<file path="src/rtl/key_pattern_loader.sv">
// key_pattern_loader: Avalon-MM master that disables the matcher, writes the pattern words,
// writes the enable word, then reads every pattern word back and checks it.
module key_pattern_loader #(
    parameter int DATA_WIDTH = 32,
    parameter int REG_DEPTH  = 3,
    parameter int ADDR_WIDTH = 4,
    parameter int TIMEOUT    = 16
) (
    input  logic                                 clk_i,
    input  logic                                 srst_i,
    input  logic                                 start_i,
    input  logic [REG_DEPTH-1:0][DATA_WIDTH-1:0] pattern_i,
    input  logic                                 enable_i,
    output logic [ADDR_WIDTH-1:0]                amm_address_o,
    output logic                                 amm_write_o,
    output logic [DATA_WIDTH-1:0]                amm_writedata_o,
    output logic                                 amm_read_o,
    input  logic                                 amm_waitrequest_i,
    input  logic [DATA_WIDTH-1:0]                amm_readdata_i,
    input  logic                                 amm_readdatavalid_i,
    output logic                                 busy_o,
    output logic                                 done_o,
    output logic                                 error_o,
    output logic [ADDR_WIDTH-1:0]                err_addr_o
);
    localparam logic [2:0] IDLE    = 3'd0;
    localparam logic [2:0] WR_DIS  = 3'd1;
    localparam logic [2:0] WR_PAT  = 3'd2;
    localparam logic [2:0] WR_EN   = 3'd3;
    localparam logic [2:0] RD_REQ  = 3'd4;
    localparam logic [2:0] RD_WAIT = 3'd5;
    localparam logic [2:0] FIN     = 3'd6;
    localparam int KW = REG_DEPTH > 1 ? $clog2(REG_DEPTH) : 1;
    localparam int CW = $clog2(TIMEOUT + 1);

    logic [2:0]                           state;
    logic [KW-1:0]                        k;
    logic [CW-1:0]                        cnt;
    logic [REG_DEPTH-1:0][DATA_WIDTH-1:0] pat;
    logic                                 en;
    logic [ADDR_WIDTH-1:0]                k_addr;
    logic                                 last;

    assign k_addr = ADDR_WIDTH'(k) + ADDR_WIDTH'(1);
    assign last   = k == KW'(REG_DEPTH - 1);

    // Bus outputs depend only on state, so they stay stable across waitrequest stalls
    assign amm_write_o     = state == WR_DIS || state == WR_PAT || state == WR_EN;
    assign amm_read_o      = state == RD_REQ;
    assign amm_address_o   = (state == WR_PAT || state == RD_REQ) ? k_addr : '0;
    assign amm_writedata_o = state == WR_PAT ? pat[k] : state == WR_EN ? DATA_WIDTH'(en) : '0;
    assign busy_o          = state != IDLE && state != FIN;
    assign done_o          = state == FIN;

    always_ff @(posedge clk_i or posedge srst_i) begin
        if (srst_i) begin
            state      <= IDLE;
            k          <= '0;
            cnt        <= '0;
            pat        <= '0;
            en         <= 1'b0;
            error_o    <= 1'b0;
            err_addr_o <= '0;
        end else begin
            case (state)
                IDLE: if (start_i) begin
                    pat        <= pattern_i;
                    en         <= enable_i;
                    error_o    <= 1'b0;
                    err_addr_o <= '0;
                    state      <= WR_DIS;
                end
                WR_DIS: if (!amm_waitrequest_i) begin
                    k     <= '0;
                    state <= WR_PAT;
                end
                WR_PAT: if (!amm_waitrequest_i) begin
                    k     <= last ? '0 : k + 1'b1;
                    state <= last ? WR_EN : WR_PAT;
                end
                WR_EN: if (!amm_waitrequest_i) begin
                    k     <= '0;
                    state <= RD_REQ;
                end
                RD_REQ: if (!amm_waitrequest_i) begin
                    cnt   <= '0;
                    state <= RD_WAIT;
                end
                RD_WAIT: begin
                    cnt <= cnt + 1'b1;
                    // Valid data wins over a timeout landing in the same cycle
                    if (amm_readdatavalid_i) begin
                        if (amm_readdata_i != pat[k]) begin
                            error_o    <= 1'b1;
                            err_addr_o <= k_addr;
                            state      <= FIN;
                        end else if (last) begin
                            state <= FIN;
                        end else begin
                            k     <= k + 1'b1;
                            state <= RD_REQ;
                        end
                    end else if (cnt == CW'(TIMEOUT - 1)) begin
                        error_o    <= 1'b1;
                        err_addr_o <= k_addr;
                        state      <= FIN;
                    end
                end
                FIN:     state <= IDLE;
                default: state <= IDLE;
            endcase
        end
    end
endmodule

</file>
<file path="config.mk">
export PLATFORM = sky130hd
export DESIGN_NAME = key_pattern_loader
export DESIGN_NICKNAME = d
export VERILOG_FILES = /design/src/rtl/key_pattern_loader.sv
export SDC_FILE = /design/constraint.sdc
export NUM_CORES = 1
export LEC_CHECK = 0
export BUFFER_PORTS_ARGS = -buffer_cell sky130_fd_sc_hd__buf_2
export CAP_MARGIN = 20
export CORE_MARGIN = 1.5
export CORE_UTILIZATION = 50
export CTS_CLUSTER_SIZE = 12
export DETAILED_ROUTE_END_ITERATION = 8
export PLACE_DENSITY = 0.76
export SYNTH_ARGS = -nofsm -noshare
export SYNTH_HDL_FRONTEND = slang
export SYNTH_SLANG_ARGS = --single-unit
</file>
<file path="constraint.sdc">
create_clock -name clk_i -period 3.8 [get_ports clk_i]
set_input_delay 0.19 -clock clk_i [delete_from_list [all_inputs] [get_ports clk_i]]
set_output_delay 0.19 -clock clk_i [all_outputs]
set_load 0.1 [all_outputs]
</file>
==> flow_summary.toml <==
[timing]
hold_violations = 0
fin_crit_sh_pct = 86.36
rsz0062_at_grt = "no"
tightest_slew_ns = 0.9279
skew_ns = 0.01221
drv_slew = 0
fmax_mhz = 304.7
maxSlewHeadroom_pct = 38.14
finalSetupViolations = 0
period_needed_ns = 3.282
fin_setup_tns_ns = 0

[placement]
port_buffers = 176
routabilityCongestion = 0.8652
dp_cells = 927
dp_hpwl_um = 12050

[drt]
dr_total_vias = 5332
wl_um = 16500
viasPerCell = 5.648
dr.pass1.iters = 5
drc = 0
drtIter0Drc = 298
post_drt_wl_per_cell_um = 17.48
drtAntennaViolNets = 0

[cts]
h-tree-depth = 3
cts_resized = 0
clock_latency_ns = 0.36
clock_sinks = 111
cts_tree = "yes"
cts_hold_buffers = 0
clk_pin_slew_ns = 0.08
postCtsSetupBuffers = 0
clock_path_buffers = 2
cts_root_buf = "clkbuf_16"
cts_buffers = 9

[flow_run]
max_cap_viol_count = 0

[status]
status = "complete, no violations"

[power]
powerDensity_nw_per_um2 = 913.2
leakage_uw = 0.003606
p_total_uw = 7366
ir_drop_v = 0.0005033

[critical_path]
end_kind = "primary output"
required_ns = 3.61
r2r_setup_slack_ns = 0.67
cpPeakStageDelay_ns = 0.58
path_max_fanout = 17
rr_startpoint = "k[1]"
arrival_ns = 3.09
worstPathCellList = "inv_1 > nand3b_1 > buf_4 > and2_1 > nor2b_1 > buf_2"
reg2reg_depth = 8
start_kind = "flip-flop"
crit_path_top_delay_cell = "dfrtp_1"
critical_path_class = "flip-flop to primary output"
r2r-end = "k[0]"

[floorplan]
rows = 42
die_x_um = 118.6
die_h_um = 118.6
io_pins = 179
core-area_um2 = 13140
start_util_pct = 50.85
die-area_um2 = 14060

[synth]
syn-cell-area_um2 = 6680
synth_edf_count = 0
avgSynthCellArea_um2 = 10.88
synthCells = 614
synthArstFlopShare_pct = 100.0
synthFlopType = "dfrtp_1"
synth_cell_types = 46
synth-seq-cells = 111
synth_sequential_area_ratio_pct = 41.58
ys_warn_count = 0

[global_route]
grt_usage_pct = 23.91
grt_max_degree = 77
grt_pass1_vias = 5141
grt_pass1_wl_um = 26410
antenna_found_initial = 1
globalRoute.totalOverflow = 0

[worst_hold_path]
hold_path_class = "input port to async pin"

[layout]
final_nets = 902
fin_cells = 944
syn2layout_area_growth_pct = 20.75
drive_gt1_share_pct = 45.11
-- routing by layer --
| layer | GRT usage, % | up-vias | wire length [µm] |
|---|---|---|---|
| met2 | 37.57 | 151 | 7777 |
| li1 | - | 2561 | - |
| met5 | 0 | - | 0 |
| met3 | 4.054 | 26 | 808 |
| met4 | 9.262 | 0 | 459 |
| met1 | 33.13 | 2594 | 7452 |
-- state kept, by name (all words and copies together) (netlist names) --
name / flops
cnt: 5
state: 3
pat: 96
en: 1
k: 2
err_addr_o: 3
error_o: 1
-- worst max-delay path: cells and delay by family, from the launching register on --
family                 cells  cell delay (ns)
flip-flops                 1             0.58
buffers and inverters      3             1.29
AND/OR/NAND/NOR            3             0.86
-- power by group --
| part | switching, µW | internal, µW | total (µW) |
|---|---|---|---|
| sequential | 554 | 1780 | 2330 |
| clock | 486 | 467 | 953 |
| combinational | 2500 | 1590 | 4080 |
-- area by class of cell --
cell class,instances,area (µm²)
Clock inverter,7,75.07
Sequential cell,111,2783
Clock buffer,9,225.2
Multi-Input combinational cell,447,3742
Fill cell,1089,5071
Timing Repair Buffer,185,985.9
Inverter,8,32.53
Tap cell,176,220.2
Antenna cell,1,2.502
-- synth_stat cells (all sizes together), types with 8 or more instances --
cell | n | area share, %
a211oi | 23 | 2.6
and4b | 31 | 4.6
dfrtp | 111 | 42
a221o | 16 | 2.4
xnor2 | 11 | 1.4
nand3b | 9 | 1.0
nand2 | 11 | 0.62
inv | 8 | 0.45
mux2 | 121 | 21
o21ai | 10 | 0.75
mux2i | 11 | 1.6
o22ai | 13 | 1.2
nand2b | 24 | 2.2
nor2b | 51 | 4.8
buf | 17 | 1.6
clkbuf | 32 | 1.8
nor2 | 34 | 1.9
nor3 | 19 | 1.4
-- kinds of logic after synthesis --
| logic type | synth area share [%] |
|---|---|
| and+or+nand+nor | 19.37 |
| muxes | 22.27 |
| DFF | 41.58 |
| AOI/OAI and AO/OA | 10.02 |
| buffers and inverters | 3.877 |
| xor gates and xnor gates | 1.704 |
| adders and majority gates | 1.124 |
| other | 0.05614 |
-- metrics by stage --
stage	hold slack [ns]	cell area (µm²)	utilization, %	worst slack (ns)
2_1_floorplan	0.3417	6774	-	0.02531
3_5_place_dp	0.4250	7764	59.10	0.7012
4_1_cts	0.04570	8064	61.38	0.5104
6_report	0.03624	8066	61.40	0.5185
3_3_place_gp	0.4222	7764	59.10	0.7693
5_1_grt	0.04712	8066	61.40	0.3595
-- worst max path at each step --
stage	slack [ns]	start	end
after floorplan	0.03	k[0]	amm_writedata_o[17]
after global placement	0.77	k[1]	k[0]
after detailed placement	0.70	k[1]	k[0]
after CTS	0.51	state[2]	amm_address_o[1]
after global routing	0.36	state[2]	amm_address_o[1]
final	0.52	state[2]	amm_address_o[1]
-- cell usage in the layout, fill, tap and decap left out, types with 10 or more instances in the layout --
cell type and n:
o22ai_1 13, buf_2 176, a221o_1 16, mux2_2 115
o21ai_0 10, nand2_1 11, and4b_1 31, a211oi_2 18
nand2b_1 24, xnor2_1 11, nor2_1 34, dfrtp_1 109
nor2b_1 51, mux2i_1 11, nor3_1 19
Power figures use the tool's default switching activity.
